File: config.mk
export PLATFORM = sky130hd
export DESIGN_NAME = pipeline_sequencer
export DESIGN_NICKNAME = d
export VERILOG_FILES = /design/src/rtl/pipeline_sequencer.sv
export SDC_FILE = /design/constraint.sdc
export NUM_CORES = 1
export LEC_CHECK = 0
export ABC_AREA = 1
export BUFFER_PORTS_ARGS = -buffer_cell sky130_fd_sc_hd__buf_2
export CAP_MARGIN = 15
export CORE_UTILIZATION = 55
export DETAILED_ROUTE_END_ITERATION = 12
export GPL_TIMING_DRIVEN = 0
export PLACE_DENSITY = 0.79
export SETUP_SLACK_MARGIN = 0.3
export SYNTH_ARGS = -nofsm -noshare
export SYNTH_HDL_FRONTEND = slang
export SYNTH_SLANG_ARGS = --single-unit
File: constraint.sdc
create_clock -name clk -period 2.22 [get_ports clk]
set_clock_uncertainty 0.05 [all_clocks]
set_input_delay 0.333 -clock clk [delete_from_list [all_inputs] [get_ports clk]]
set_output_delay 0.333 -clock clk [all_outputs]
set_load 0.05 [all_outputs]
File: src/rtl/pipeline_sequencer.sv
// Run-control FSM for the 5-stage RV32I core: load -> scrub -> run -> halt, with per-stage enables and flushes.
// State changes take one clk; enables/flushes decode the state plus same-cycle hazard/branch/halt inputs.
module pipeline_sequencer #(
    parameter int DMEM_WORDS   = 256,
    parameter int DRAIN_CYCLES = 4,
    parameter int CNT_W        = 32
) (
    input  logic             clk,
    input  logic             rst_n,
    input  logic             instr_wr_valid,
    input  logic             load_done,
    input  logic             hazard_detected,
    input  logic             branch_taken,
    input  logic             halt_retired,
    input  logic             wb_valid,
    input  logic             pause_req,
    input  logic             resume_req,
    input  logic             step_req,
    output logic             if_en,
    output logic             id_en,
    output logic             ex_en,
    output logic             mem_en,
    output logic             wb_en,
    output logic             flush_id,
    output logic             flush_ex,
    output logic             flush_mem,
    output logic [31:0]      scrub_addr,
    output logic             reg_scrub_we,
    output logic             dmem_scrub_we,
    output logic             running,
    output logic [2:0]       state,
    output logic [CNT_W-1:0] cycle_cnt,
    output logic [CNT_W-1:0] instret_cnt
);

    typedef enum logic [2:0] {
        ST_IDLE  = 3'd0,
        ST_LOAD  = 3'd1,
        ST_SCRUB = 3'd2,
        ST_RUN   = 3'd3,
        ST_DRAIN = 3'd4,
        ST_HALT  = 3'd5,
        ST_STEP  = 3'd6
    } state_t;

    localparam int               DRN_W      = (DRAIN_CYCLES > 1) ? $clog2(DRAIN_CYCLES) : 1;
    localparam logic [31:0]      SCRUB_LAST = 32'(DMEM_WORDS - 1);
    localparam logic [DRN_W-1:0] DRAIN_LAST = DRN_W'(DRAIN_CYCLES - 1);

    state_t           state_q;
    logic [31:0]      scrub_q;
    logic [DRN_W-1:0] drain_q;
    logic             load_done_q;
    logic             load_edge;

    assign load_edge     = load_done && !load_done_q;
    assign state         = state_q;
    assign scrub_addr    = scrub_q;
    assign running       = (state_q == ST_RUN) || (state_q == ST_STEP);
    assign dmem_scrub_we = (state_q == ST_SCRUB);
    assign reg_scrub_we  = dmem_scrub_we && (scrub_q < 32'd32);

    // A taken branch redirects the PC, so it overrides a hazard stall; a retiring halt squashes everything younger.
    always_comb begin
        if_en     = 1'b0;
        id_en     = 1'b0;
        ex_en     = 1'b0;
        mem_en    = 1'b0;
        wb_en     = 1'b0;
        flush_id  = 1'b0;
        flush_ex  = 1'b0;
        flush_mem = 1'b0;
        case (state_q)
            ST_RUN, ST_STEP: begin
                if_en  = 1'b1;
                id_en  = 1'b1;
                ex_en  = 1'b1;
                mem_en = 1'b1;
                wb_en  = 1'b1;
                if (branch_taken) begin
                    flush_id  = 1'b1;
                    flush_ex  = 1'b1;
                    flush_mem = 1'b1;
                end else if (hazard_detected) begin
                    if_en    = 1'b0;
                    id_en    = 1'b0;
                    flush_ex = 1'b1;
                end
                if (halt_retired) begin
                    if_en     = 1'b0;
                    id_en     = 1'b1;
                    flush_id  = 1'b1;
                    flush_ex  = 1'b1;
                    flush_mem = 1'b1;
                end
            end
            ST_DRAIN: begin
                id_en    = 1'b1;
                ex_en    = 1'b1;
                mem_en   = 1'b1;
                wb_en    = 1'b1;
                flush_id = 1'b1;
            end
            default: begin
            end
        endcase
    end

    always_ff @(posedge clk or negedge rst_n) begin
        if (!rst_n) begin
            state_q     <= ST_IDLE;
            scrub_q     <= '0;
            drain_q     <= '0;
            load_done_q <= 1'b0;
            cycle_cnt   <= '0;
            instret_cnt <= '0;
        end else begin
            load_done_q <= load_done;
            if (running)
                cycle_cnt <= cycle_cnt + CNT_W'(1);
            if (wb_valid && wb_en)
                instret_cnt <= instret_cnt + CNT_W'(1);

            case (state_q)
                ST_IDLE: begin
                    if (instr_wr_valid)
                        state_q <= ST_LOAD;
                end
                ST_LOAD: begin
                    if (load_edge) begin
                        state_q     <= ST_SCRUB;
                        scrub_q     <= '0;
                        cycle_cnt   <= '0;
                        instret_cnt <= '0;
                    end
                end
                ST_SCRUB: begin
                    if (scrub_q == SCRUB_LAST) begin
                        state_q <= ST_RUN;
                        scrub_q <= '0;
                    end else begin
                        scrub_q <= scrub_q + 32'd1;
                    end
                end
                ST_RUN: begin
                    if (instr_wr_valid) begin
                        state_q <= ST_LOAD;
                    end else if (halt_retired) begin
                        state_q <= ST_HALT;
                    end else if (pause_req) begin
                        state_q <= ST_DRAIN;
                        drain_q <= '0;
                    end
                end
                ST_DRAIN: begin
                    if (instr_wr_valid)
                        state_q <= ST_LOAD;
                    else if (halt_retired || drain_q == DRAIN_LAST)
                        state_q <= ST_HALT;
                    else
                        drain_q <= drain_q + DRN_W'(1);
                end
                ST_HALT: begin
                    if (instr_wr_valid)
                        state_q <= ST_LOAD;
                    else if (resume_req)
                        state_q <= ST_RUN;
                    else if (step_req)
                        state_q <= ST_STEP;
                end
                ST_STEP: begin
                    // A stalled fetch means the step has not happened yet, so stay here.
                    if (instr_wr_valid) begin
                        state_q <= ST_LOAD;
                    end else if (halt_retired) begin
                        state_q <= ST_HALT;
                    end else if (!(hazard_detected && !branch_taken)) begin
                        state_q <= ST_DRAIN;
                        drain_q <= '0;
                    end
                end
                default: state_q <= ST_IDLE;
            endcase
        end
    end

endmodule

# [After elaboration in Yosys (flattened, before gate mapping)]
# Cells that the tools add are included.
[word_totals] reg_bits=102 word_cells=98 output_inout_bits=110 in_bits=11
[op_classes] mux=48 reduce_logical=16 magnitude_cmp=1 add_sub_neg=4 n_eq_ne=23
[op_table] operator="2-to-1 mux 32 bit" count=8
[op_table] operator="adder 32 x 1 -> 32 bit, second input constant" count=3
[op_table] operator="case mux 32 bit (2 select lines)" count=1
[op_table] operator="2-to-1 mux 3 bit" count=14
[op_table] operator="equality test 32 x 8 -> 1 bit, second input constant" count=1
[op_table] operator="less-than comparator 32 x 6 -> 1 bit, second input constant" count=1
[op_table] operator="case mux 3 bit (7 select lines)" count=1
[op_table] operator="!= test 2 bit, second input constant" count=10
[op_table] operator="2-to-1 mux 2 bit" count=8
[op_table] operator="2-to-1 mux 1 bit" count=13
[op_table] operator="!= test 4 bit, second input constant" count=3
[op_table] operator="equality test 3 bit, second input constant" count=3
[op_table] operator="AND reduction 9 bit" count=1
[op_table] operator="AND reduction 7 bit" count=1
[op_table] operator="equality test 3 x 2 -> 1 bit, second input constant" count=2
[op_table] operator="case mux 2 bit (3 select lines)" count=1
[op_table] operator="logical AND 1 bit" count=4
[op_table] operator="case mux 1 bit (2 select lines)" count=2
[op_table] operator="equality test 3 x 1 -> 1 bit, second input constant" count=1
[op_table] operator="logical NOT 3 bit" count=1
[op_table] operator="!= test 3 bit, second input constant" count=1
[op_table] operator="nonzero test 3 bit" count=1
[op_table] operator="OR reduction 3 bit" count=1
[op_table] operator="adder 2 x 1 -> 2 bit, second input constant" count=1
[op_table] operator="7 further kinds" count=9

# [Depth between registers and ports, before layout]
# Gate-level depths: netlist of run 1.
[logic_depth] word_depth=7 mapped_depth=13 mapped_depth_nobuf=11

# [Worst setup path after synthesis of run 1]
# Ideal clock, no wire load.
[synth_path] kind="flip-flop to output port" startpoint="register state_q[1] (netlist: state[1])" endpoint="output port flush_id" t_arrival_ns=2.433 required_time_ns=1.837 path_stages_with_launch=7 path_buffers=1 path_slack_ns=-0.596 cell_sequence="dfrtp_1 buf_4 nand3_1 nand2_2 inv_1 a21oi_1 or2_2"
[synth_via] elab_chain_cells=3 word_cells_on_any_way=5 cone_classes="eq/ne (3); mux (1); reduce/logical (1)"
[synth_rtl] element="start: declaration" line_no="50" text="state_t state_q;"
[synth_rtl] element="start signal: assignment" line_no="111" text="state_q <= ST_IDLE;"
[synth_rtl] element="start signal: assignment" line_no="127" text="state_q <= ST_LOAD;"
[synth_rtl] element="start signal: assignment" line_no="131" text="state_q <= ST_SCRUB;"
[synth_rtl] element="equality test 3 x 2 -> 1 bit / equality test 3 bit (equally long branches)" line_no="73" text="case (state_q)"
[synth_rtl] element="OR reduction 2 bit" line_no="73"
[synth_rtl] element="case mux 1 bit (2 select lines) (*)" line_no="73"
[synth_rtl] element="end: declaration" line_no="24" text="output logic flush_id,"
# Mark *: on every way between the ends. The rest lies on a longest branch, timed or not.

# [Worst setup path after layout of run 1]
[layout_path] startpoint="register state_q[0] (netlist: state[0])" endpoint="output port flush_id"
# The elaborated chain is that of the path after synthesis.

==> results of run 1 <==
==> cell type report <==
cell class,instances,area share (%)
multi-input cells,692,41.5
flip-flops and latches,102,31.3
repair buffers,165,12.6
inverters,140,6.59
clock buffers,9,2.75
well taps,143,2.18
plain buffers,18,1.66
clock inverters,7,1.48
==> what timing repair did <==
item | 4_1_cts | 5_1_grt
setup buffers | 37 | 6
hold endpoints to repair | 34 | 0
hold buffers | 1 | 0
gates resized for setup | 52 | 20
endpoints found under the setup margin | 23 | 27
pin swaps | 9 | 5
==> sequential cells by signal (all words and copies together), names as in the netlist <==
name / flops
scrub_addr: 32
state: 3
cycle_cnt: 32
drain_q: 2
instret_cnt: 32
load_done_q: 1
==> routing by layer <==
layer  part of all wire (%)  routed length (um)  up-vias  global-route usage (%)
li1                       -                   -     3384                       -
met1                     43                8080     3219                    43.4
met2                     47                8700      339                    49.8
met3                    8.6                1610       34                    7.23
met4                    1.4                 269        0                    8.93
met5                      0                   0        -                       0
==> stage by stage <==
| step | cell area, um2 | setup TNS (ns) |
|---|---|---|
| after floorplan | 6510 | 0 |
| after global placement | 7290 | -44.02 |
| after detailed placement | 7320 | 0 |
| after CTS | 8100 | 0 |
| after global routing | 8200 | 0 |
| final | 8200 | 0 |
==> final timing paths <==
path / start / endpoint / slack, ns / depth (start not counted)
max: state[0] / flush_id / 0.22 / 7
min: load_done / load_done_q / 0.05 / 1
max reg2reg: scrub_addr[0] / state[0] / 0.27 / 10
min reg2reg: drain_q[1] / drain_q[1] / 0.44 / 2
max in group asynchronous: rst_n / scrub_addr[0] / 0.95 / 3
min in group asynchronous: rst_n / instret_cnt[26] / 0.43 / 2
==> power by group through the flow <==
stage	logic (mW)	clock network, mW	registers [mW]
6_report	6.27	1.87	2.73
4_1_cts	6.05	1.89	2.70
3_3_place_gp	4.95	0	2.89
5_1_grt	6.69	1.95	2.78
3_5_place_dp	5.01	0	2.89
2_1_floorplan	2.37	0	4.24
==> synth_stat cells <==
cell       instances
a211oi_1           1
a21oi_1           44
a21oi_2            1
a2bb2oi_1          1
a31oi_1            4
and2_1             1
and3_1             1
buf_1              1
buf_12             1
buf_2              6
buf_4              4
buf_6              1
clkbuf_1           5
dfrtp_1          102
ha_1               4
inv_1            136
inv_2              4
nand2_1          245
nand2_2            3
nand2_4            6
nand3_1           83
nand3_2            3
nand3b_1           2
nand4_1           18
nand4_4            1
nor2_1           159
nor2_2             6
nor2_4             2
nor2_8             3
nor3_1            24
nor3b_1            3
o211ai_1           1
o21ai_0           49
o21ai_1            2
o21bai_1           3
o21bai_2           1
o22ai_1            7
o32ai_1            1
or2_2              1
xor2_1            12
==> kinds of logic (layout without fill, tap and decap cells) <==
group           Yosys count  count (layout)
flops                   102             102
fa+ha+maj                 4               4
buf+inv                 158             339
simple gates            561             561
compound gates          115             115
xor+xnor                 12              12
==> summary.txt, run 1 <==
Synth
  • Share of synthesized area spent on multiplexers: 0%
  • Seq/Total Area, Yosys: 39.6%
  • Largest family of logic cells by synthesized area: simple AND/OR/NAND/NOR gates
  • Number of distinct library cells after synthesis: 40
  • Area share of the largest cell type after synthesis: 39.6%
  • Simple-Gate Fraction of Synth Area: 38.5%
  • Post-synthesis adder-cell area fraction: 0.777%
  • Mapped cell area: 6440 um2
  • Syn avg cell area: 6.77 um2
  • Post-synthesis cell count: 952
  • XOR/XNOR Fraction of Synth Area: 1.63%
  • Synth Register Bits: 102
  • Mapped Nets: 967
  • Largest cells by area after synthesis: dfrtp_1 40%, nand2_1 14%, nor2_1 9.3%
  • Synth area leader: dfrtp_1
  • Compound-Gate Fraction of Synth Area: 9.61%
  • YS warnings: 0

Floorplan
  • Die area: 12200 um2
  • Chip Width: 110 um
  • FP Rows: 39
  • Starting Density: 56.4%
  • Die height: 110 um
  • Core ar.: 11400 um2
  • Io pins: 121

Final layout
  • Final cell count without fillers: 1276
  • Commonest cells after routing, fill and taps aside: 242 x nand2_1, 152 x nor2_1, 122 x inv_1
  • Storage cell area: 2560 um2
  • Footprint of the multi-input gates: 3400 um2
  • Layout cells sized above 1: 23.5%
  • Area growth, synth to finish: 27.2%
  • Final nets: 1143
  • # fillers: 965
  • Inserted Diodes: 0
  • Final core occ: 71.8%
  • Most common cell after layout, fill and taps aside: nand2_1

Setup path
  • CP max FO: 7
  • WP data required: 1.84 ns
  • Critical Path, Cell by Cell: buf_8 -> nand3_4 -> nand2_4 -> inv_8 -> a21oi_4 -> or2_4 -> buf_8
  • Critical path class: reg2out
  • Slowest-stage cell, CP: dfrtp_2
  • Most used cell, CP: buf_8
  • Startpoint types: register
  • Data arrival, critical path: 1.62 ns
  • Crit. End Element: primary output
  • CP delay by family, top: simple AND/OR/NAND/NOR gates
  • Slowest stage delay, CP: 0.42 ns
  • Worst path bufs/invs: 3

Place
  • Dpl ws: 0.268 ns
  • PortBufs: 120
  • Routability Congestion: 0.934
  • Hpwl dp: 13.1 mm
  • Inst Count DP: 1216

STA
  • Worst hold slack: 0.0471 ns
  • Final setup margin: 0.222 ns
  • Final hold vios: 0
  • Final period util: 90.0%
  • RSZ-0062 raised after global routing: true
  • Fmax: 500 MHz
  • Slew @ Worst Pin: 0.562 ns
  • Rel. slew slack: 62.6%
  • Min cycle time layout: 2.00 ns
  • Slew Limit Fails: 0
  • Final setup vio count: 0

Power
  • Switching Share: 51.1%
  • Worst vdd ir: 1.22 mV
  • Pint: 5.32 mW
  • Post-layout power: 10.9 mW
  • Leakage: 4.36 nW
  • Clock power share: 17.2%
  • Flop pwr share: 25.1%
  • Psw: 5.55 mW
  • Cell Pwr Density: 1330 nW/um2
  • Combinational share of power: 57.7%

Clocking
  • Worst-path clk slew: 0.07 ns
  • CTS Buffer Depth: 2
  • # clock sinks: 102
  • Clock Latency Late Sink: 0.36 ns
  • Root buf cell: clkbuf_16
  • CTS tree: yes
  • CTS H-tree lvls: 3
  • Num CTS Buffers: 9

Routing
  • Wire per inst: 14.6 um
  • Vias per Instance: 5.47
  • Pre-antenna DRT Iters: 12
  • Post-route ant nets: 0
  • DRC Markers: 2
  • Initial DRC count: 807
  • Drt total wl: 18.7 mm
  • Vias: 6976

Flow run
  • Max_cap viols: 0

Status
  • Status: complete, but fails checks
  • Failing checks: design-rule violations

GRT
  • Global-route wire length before repair: 29.8 mm
  • Largest net degree at the start of global routing: 69
  • All-Layer GR Usage: 31.6%
  • Vias in the first global route: 6241
  • Grt total ovfl: 0
  • Initial antenna violation count: 0

Worst hold path
  • Hold Crit Class: in2reg
Note: power is estimated with default switching activity, not from simulation.
==> inputs of run 2 (changes only) <==
--- a/config.mk
+++ b/config.mk
@@ -5,14 +5,14 @@
 export SDC_FILE = /design/constraint.sdc
 export NUM_CORES = 1
 export LEC_CHECK = 0
-export ABC_AREA = 1
 export BUFFER_PORTS_ARGS = -buffer_cell sky130_fd_sc_hd__buf_2
 export CAP_MARGIN = 15
 export CORE_UTILIZATION = 55
 export DETAILED_ROUTE_END_ITERATION = 12
 export GPL_TIMING_DRIVEN = 0
-export PLACE_DENSITY = 0.79
+export PLACE_DENSITY = 0.8
 export SETUP_SLACK_MARGIN = 0.3
 export SYNTH_ARGS = -nofsm -noshare
 export SYNTH_HDL_FRONTEND = slang
 export SYNTH_SLANG_ARGS = --single-unit
+export TNS_END_PERCENT = 30
==> constraint.sdc (replaced) <==
create_clock -name clk -period 2.22 [get_ports clk]
set_clock_uncertainty 0.05 [all_clocks]
set_input_delay 0.222 -clock clk [delete_from_list [all_inputs] [get_ports clk]]
set_output_delay 0.222 -clock clk [all_outputs]
set_load 0.05 [all_outputs]
==> run 2 against run 1 <==
The flow finishes with violations (negative setup slack). First-iteration DRC count decreased by 20%. Count of clock-buffer cells in the layout unchanged. Global-route usage increased by 2.7 points. Register-to-register slack got worse by 0.38 ns. Largest cell class unchanged. Die area decreased by 12%. Critical path type unchanged. Wire length increased by 17%. Largest power group unchanged. Area after synthesis decreased by 12%.
==> summary.txt, run 2 <==
STA
  • Worst hold slack: 0.141 ns (+0.0938 ns)
  • Final hold vios: 0 (unchanged)
  • Final period util: 107% (+17 points)
  • Slew Limit Fails: 0 (unchanged)
  • Fmax: 420 MHz (-16%)
  • RSZ-0062 raised after global routing: true
  • Min cycle time layout: 2.38 ns (+0.381 ns)
  • Rel. slew slack: 54.6% (-8.0 points)
  • Setup TNS: -0.574 ns (-0.574 ns)
  • Final setup vio count: 10 (+10)
  • Final setup margin: -0.159 ns (-0.381 ns)
  • Slew @ Worst Pin: 0.681 ns (+0.119 ns)

Final layout
  • Inserted Diodes: 0 (unchanged)
  • Final cell count without fillers: 967 (-24%)
  • Layout cells sized above 1: 44.8% (+21 points)
  • Commonest cells after routing, fill and taps aside: 110 x buf_2, 77 x nor2_1, 71 x dfrtp_1
  • Final core occ: 84.3% (+12 points)
  • Area growth, synth to finish: 46.8%
  • # fillers: 490 (-49%)
  • Final nets: 844 (-26%)
  • Footprint of the multi-input gates: 3590 um2 (+5.6%)
  • Most common cell after layout, fill and taps aside: buf_2
  • Post-route cell area: 8310 um2 (+1.4%)
  • Storage cell area: 2590 um2 (+1.0%)

Clocking
  • CTS Buffer Depth: 2 (unchanged)
  • CTS H-tree lvls: 3 (unchanged)
  • Worst-path clk slew: 0.10 ns (+0.03 ns)
  • Root buf cell: clkbuf_8
  • # clock sinks: 102 (unchanged)
  • Num CTS Buffers: 9 (unchanged)
  • Clock Latency Late Sink: 0.39 ns (+0.03 ns)
  • CTS tree: yes

Synth
  • Syn avg cell area: 9.15 um2 (+35%)
  • Number of distinct library cells after synthesis: 62 (+55%)
  • Synth top cells by count: 102 x dfrtp_1, 84 x nor2_1, 42 x nand2_1
  • Largest cells by area after synthesis: dfrtp_1 45%, nor2_1 5.6%, xor2_1 5.0%
  • Seq/Total Area, Yosys: 45.1% (+5.5 points)
  • Synth Flop Type: dfrtp_1
  • Mapped cell area: 5660 um2 (-12%)
  • Synth Register Bits: 102 (unchanged)
  • Post-synthesis cell count: 619 (-35%)
  • YS warnings: 0 (unchanged)
  • EDFF count, synth: 0 (unchanged)
  • Count leader, synth: dfrtp_1
  • Fraction of registers with async set/reset: 100% (unchanged)
  • Area share of the largest cell type after synthesis: 45.1% (+5.5 points)
  • Synth area leader: dfrtp_1
  • Mapped Nets: 634 (-34%)

Floorplan
  • Io pins: 121 (unchanged)
  • Chip Width: 103 um (-6.2%)
  • Starting Density: 57.4% (+0.95 points)
  • FP Rows: 36 (-7.7%)
  • Die height: 103 um (-6.2%)
  • Core ar.: 9860 um2 (-14%)
  • Die area: 10700 um2 (-12%)

Worst hold path
  • Hold Crit Start: instr_wr_valid
  • Hold-critical path endpoint: state[2]
  • Hold Crit Class: in2reg
  • Min-Delay Path Depth: 3 (+2)

Routing
  • Initial DRC count: 644 (-20%)
  • Post-route ant nets: 0 (unchanged)
  • Drt total wl: 21.8 mm (+17%)
  • DRC Markers: 0 (-2)
  • Pre-antenna DRT Iters: 6 (-6)
  • Vias per Instance: 6.73 (+23%)
  • Vias: 6512 (-6.7%)
  • Wire per inst: 22.6 um (+54%)

GRT
  • Initial antenna violation count: 0 (unchanged)
  • Vias in the first global route: 5533 (-11%)
  • Grt total ovfl: 0 (unchanged)
  • Largest net degree at the start of global routing: 56 (-19%)
  • Global-route wire length before repair: 28.0 mm (-6.0%)
  • All-Layer GR Usage: 34.3% (+2.7 points)

Power
  • Post-layout power: 9.23 mW (-15%)
  • Leakage: 3.99 nW (-8.6%)
  • Cell Pwr Density: 1110 nW/um2 (-16%)
  • Worst vdd ir: 1.08 mV (-11%)

Setup path
  • Crit. End Element: primary output
  • CP max FO: 10 (+3)
  • Data arrival, critical path: 2.11 ns (+0.49 ns)
  • Worst r2r src: state[2]
  • FF-to-FF setup slack: -0.11 ns (-0.38 ns)
  • R2R cell count: 9 (-1)
  • Startpoint types: register
  • Critical path class: reg2out
  • R2R Path End: instret_cnt[25]
  • WP data required: 1.95 ns (+0.11 ns)

Place
  • Inst Count DP: 873 (-28%)
  • Dpl ws: -0.167 ns (-0.435 ns)
  • PortBufs: 120 (unchanged)
  • Dpl cell area: 6580 um2 (-10%)
  • Hpwl dp: 10.5 mm (-20%)
  • Routability Congestion: 0.917 (-1.8%)

Flow run
  • Max_cap viols: 0 (unchanged)

Status
  • Failing checks: negative setup slack
  • Status: complete, but fails checks
## run 2: timing repair
item	4_1_cts	5_1_grt
resized for setup	149	73
cloned	2	1
buffers inserted	37	36
hold buffers	2	0
setup endpoints to repair	108	98
endpoints found under the hold margin	48	0
pin swaps	61	52
## run 2: logic make-up (layout without fill, tap and decap cells)
family | count (synthesis) | count (layout) | synth area share [%]
adder cells (fa/ha/maj) | 4 | 4 | 0.884
buffers and inverters | 48 | 262 | 3.89
multiplexers | 2 | 2 | 0.398
flip-flops | 102 | 102 | 45.1
AND/OR/NAND/NOR | 309 | 309 | 29.4
XOR/XNOR | 62 | 62 | 9.59
AO/OA/AOI/OAI | 92 | 93 | 10.7
## run 2: report_power, final
part | leakage, nW | switching, mW | internal (mW)
Sequential | 1.35 | 0.399 | 2.13
Clock | 0.0838 | 0.769 | 0.421
Combinational | 2.55 | 3.36 | 2.15
## run 2: worst max-delay path by stage
stage,start,endpoint,slack (ns),cells past startpoint
2_1_floorplan,state[2],reg_scrub_we,-0.35,5
3_3_place_gp,rst_n,scrub_addr[15],-0.39,1
3_5_place_dp,scrub_addr[28],scrub_addr[19],-0.17,6
4_1_cts,scrub_addr[28],reg_scrub_we,-0.04,5
5_1_grt,state[2],reg_scrub_we,-0.18,6
6_report,state[2],reg_scrub_we,-0.16,6
## run 2: area by class of cell
type,count,share of cell area (%)
buffer,35,4.11
multi-input combinational,470,43.2
clock inverter,7,0.677
sequential,102,31.2
timing repair buffer,198,16.7
tap,133,2.00
clock buffer,9,1.49
inverter,13,0.677
## run 2: routing by layer
| layer | share of wire [%] | GRT usage (%) | up-vias |
|---|---|---|---|
| met5 | 0 | 0 | - |
| met4 | 5.9 | 16.7 | 0 |
| met3 | 9.6 | 5.38 | 132 |
| met2 | 48 | 55.0 | 568 |
| met1 | 37 | 45.5 | 3158 |
| li1 | - | - | 2654 |
## run 2: worst max-delay path, stage by stage (launching register included)
cell	delay, ns
dfrtp_2	0.45
buf_6	0.16
nor3b_4	0.29
inv_1	0.07
or3_4	0.42
nor4_4	0.15
buf_6	0.19
==> inputs of run 3 (changes only) <==
--- a/config.mk
+++ b/config.mk
@@ -7,10 +7,10 @@
 export LEC_CHECK = 0
 export BUFFER_PORTS_ARGS = -buffer_cell sky130_fd_sc_hd__buf_2
 export CAP_MARGIN = 15
-export CORE_UTILIZATION = 55
+export CORE_UTILIZATION = 46
 export DETAILED_ROUTE_END_ITERATION = 12
 export GPL_TIMING_DRIVEN = 0
-export PLACE_DENSITY = 0.8
+export PLACE_DENSITY = 0.69
 export SETUP_SLACK_MARGIN = 0.3
 export SYNTH_ARGS = -nofsm -noshare
 export SYNTH_HDL_FRONTEND = slang
==> run 3 against run 2 <==
The flow still finishes with violations (negative setup slack). Combinational power shrank 14%. Hold slack better by 0.0063 ns. Non-clock buffer count fell by 16. Count of clock-buffer cells in the layout did not move. Sequential cell count stayed put. Fmax grew 5.6%. Core utilization decreased by 17 points. Global-route usage fell by 8.6 points. First-iteration DRC count decreased by 40%. Register-to-register slack gained 0.14 ns.
==> summary.txt, run 3 (same netlist as run 2, synthesis figures left out) <==
Routing
  • Pre-antenna DRT Iters: 4 (-2)
  • Vias: 5652 (-13%)
  • Post-route ant nets: 0 (unchanged)
  • DRC Markers: 0 (unchanged)
  • Drt total wl: 16.8 mm (-23%)
  • Vias per Instance: 5.86 (-13%)
  • Wire per inst: 17.4 um (-23%)
  • Initial DRC count: 385 (-40%)

Final layout
  • Area growth, synth to finish: 42.8%
  • Most common cell after layout, fill and taps aside: buf_2
  • Layout cells sized above 1: 40.8% (-4.1 points)
  • Final nets: 827 (-2.0%)
  • Inserted Diodes: 0 (unchanged)
  • # fillers: 951 (+94%)
  • Commonest cells after routing, fill and taps aside: 112 x buf_2, 80 x nor2_1, 74 x dfrtp_1

Flow run
  • Max_cap viols: 0 (unchanged)

Place
  • Dpl ws: -0.147 ns (+0.0200 ns)
  • Hpwl dp: 10.6 mm (+1.1%)
  • PortBufs: 120 (unchanged)
  • Routability Congestion: 0.873 (-4.8%)

Power
  • Worst vdd ir: 0.900 mV (-17%)
  • Flop pwr share: 27.9% (+0.5 points)
  • Pint: 4.88 mW (+3.9%)
  • Combinational share of power: 53.5% (-6.2 points)
  • Cell Pwr Density: 1100 nW/um2 (-0.91%)
  • Clock power share: 18.7% (+5.8 points)
  • Psw: 4.01 mW (-11%)
  • Switching Share: 45.1% (-4.0 points)
  • Leakage: 3.81 nW (-4.3%)

STA
  • Final setup margin: -0.0320 ns (+0.127 ns)
  • Final period util: 101% (-5.7 points)
  • Slew Limit Fails: 0 (unchanged)
  • RSZ-0062 raised after global routing: true
  • Slew @ Worst Pin: 0.789 ns (+0.108 ns)
  • Setup TNS: -0.0320 ns (+0.542 ns)
  • Rel. slew slack: 47.4% (-7.2 points)
  • Final hold vios: 0 (unchanged)
  • Fmax: 444 MHz (+5.6%)
  • Final setup vio count: 1 (-9)
  • Min cycle time layout: 2.25 ns (-0.127 ns)

GRT
  • Largest net degree at the start of global routing: 59 (+5.4%)
  • Grt total ovfl: 0 (unchanged)
  • All-Layer GR Usage: 25.7% (-8.6 points)
  • Vias in the first global route: 5161 (-6.7%)
  • Initial antenna violation count: 0 (unchanged)
  • Global-route wire length before repair: 26.1 mm (-6.8%)

Worst hold path
  • Hold Crit Start: wb_valid
  • Hold-critical path endpoint: instret_cnt[1]
  • Hold Crit Class: in2reg
  • Min-Delay Path Depth: 3 (unchanged)

Setup path
  • WP data required: 1.95 ns (about the same)
  • Slowest-stage cell, CP: dfrtp_2
  • Worst path bufs/invs: 1 (-2)
  • Data arrival, critical path: 1.98 ns (-0.13 ns)
  • Critical Path, Cell by Cell: nor4_4 -> nand4_1 -> or3_4 -> nor4_4 -> buf_6
  • CP delay by family, top: simple AND/OR/NAND/NOR gates
  • R2R cell count: 9 (unchanged)
  • FF-to-FF setup slack: 0.03 ns (+0.14 ns)
  • Crit. End Element: primary output
  • CP max FO: 2 (-8)
  • Worst r2r src: state[2]
  • R2R Path End: instret_cnt[23]
  • Slowest stage delay, CP: 0.44 ns (about the same)
  • Critical path class: reg2out
  • Startpoint types: register
  • Most used cell, CP: nor4_4

Status
  • Failing checks: negative setup slack
  • Status: complete, but fails checks

Floorplan
  • Die area: 12800 um2 (+19%)
  • Chip Width: 113 um (+9.2%)
  • Core ar.: 12000 um2 (+22%)
  • Io pins: 121 (unchanged)
  • Starting Density: 47.1% (-10 points)
  • FP Rows: 40 (+11%)
  • Die height: 113 um (+9.2%)

Clocking
  • Root buf cell: clkbuf_16
  • Clock Latency Late Sink: 0.36 ns (-0.03 ns)
  • # clock sinks: 102 (unchanged)
  • CTS H-tree lvls: 3 (unchanged)
  • CTS Buffer Depth: 2 (unchanged)
  • Num CTS Buffers: 9 (unchanged)
  • CTS tree: yes
  • Worst-path clk slew: 0.07 ns (-0.03 ns)
run 3: power groups by stage:
stage	logic, mW	registers [mW]	clock network [mW]
4_1_cts	4.34	2.47	1.68
5_1_grt	4.99	2.52	1.75
6_report	4.75	2.48	1.66
2_1_floorplan	1.79	3.21	0
3_3_place_gp	3.29	2.48	0
3_5_place_dp	3.34	2.50	0
run 3: worst max-delay path by stage:
stage	slack, ns	start	cells past startpoint	endpoint
floorplan	-0.35	state[2]	5	reg_scrub_we
global placement	-0.46	rst_n	1	state[2]
detailed placement	-0.15	scrub_addr[28]	6	scrub_addr[19]
CTS	-0.05	scrub_addr[29]	5	reg_scrub_we
global route	-0.11	scrub_addr[29]	5	reg_scrub_we
finish	-0.03	scrub_addr[17]	5	reg_scrub_we
run 3: timing repair:
item	4_1_cts	5_1_grt
hold endpoints to repair	58	0
gates cloned	1	3
pin swaps	58	27
hold buffers	2	0
setup buffers	27	28
gates resized for setup	133	35
endpoints found under the setup margin	109	85
run 3: per-stage QoR:
step / power (mW) / hold slack, ns / instance area [um2] / instances / utilization (%)
floorplan: 4.99 / -0.124 / 5790 / 619 / -
global placement: 5.77 / 0.311 / 6570 / 886 / 54.7
detailed placement: 5.84 / 0.302 / 6600 / 887 / 55.0
CTS: 8.49 / 0.128 / 7680 / 933 / 63.9
global route: 9.26 / 0.158 / 8090 / 964 / 67.3
finish: 8.89 / 0.147 / 8090 / 964 / 67.3
run 3: per-layer routing:
metal,routed length [um],track usage [%]
met5,0,0
met4,385,10.0
met3,806,4.07
met2,8070,39.8
met1,7500,36.3
run 3: cell type report:
| cell class | count | area [um2] | area share, % |
|---|---|---|---|
| buffer | 35 | 308 | 3.81 |
| clock buffer | 9 | 225 | 2.79 |
| timing repair buffer | 182 | 1240 | 15.3 |
| sequential | 102 | 2590 | 32.0 |
| multi-input combinational | 469 | 3410 | 42.2 |
| clock inverter | 7 | 80.1 | 0.990 |
| inverter | 13 | 53.8 | 0.665 |
| tap | 147 | 184 | 2.27 |
run 3: worst min-delay path: stages:
cell and delay [ns]:
buf_2 0.15, nand3_1 0.08, a21oi_1 0.06
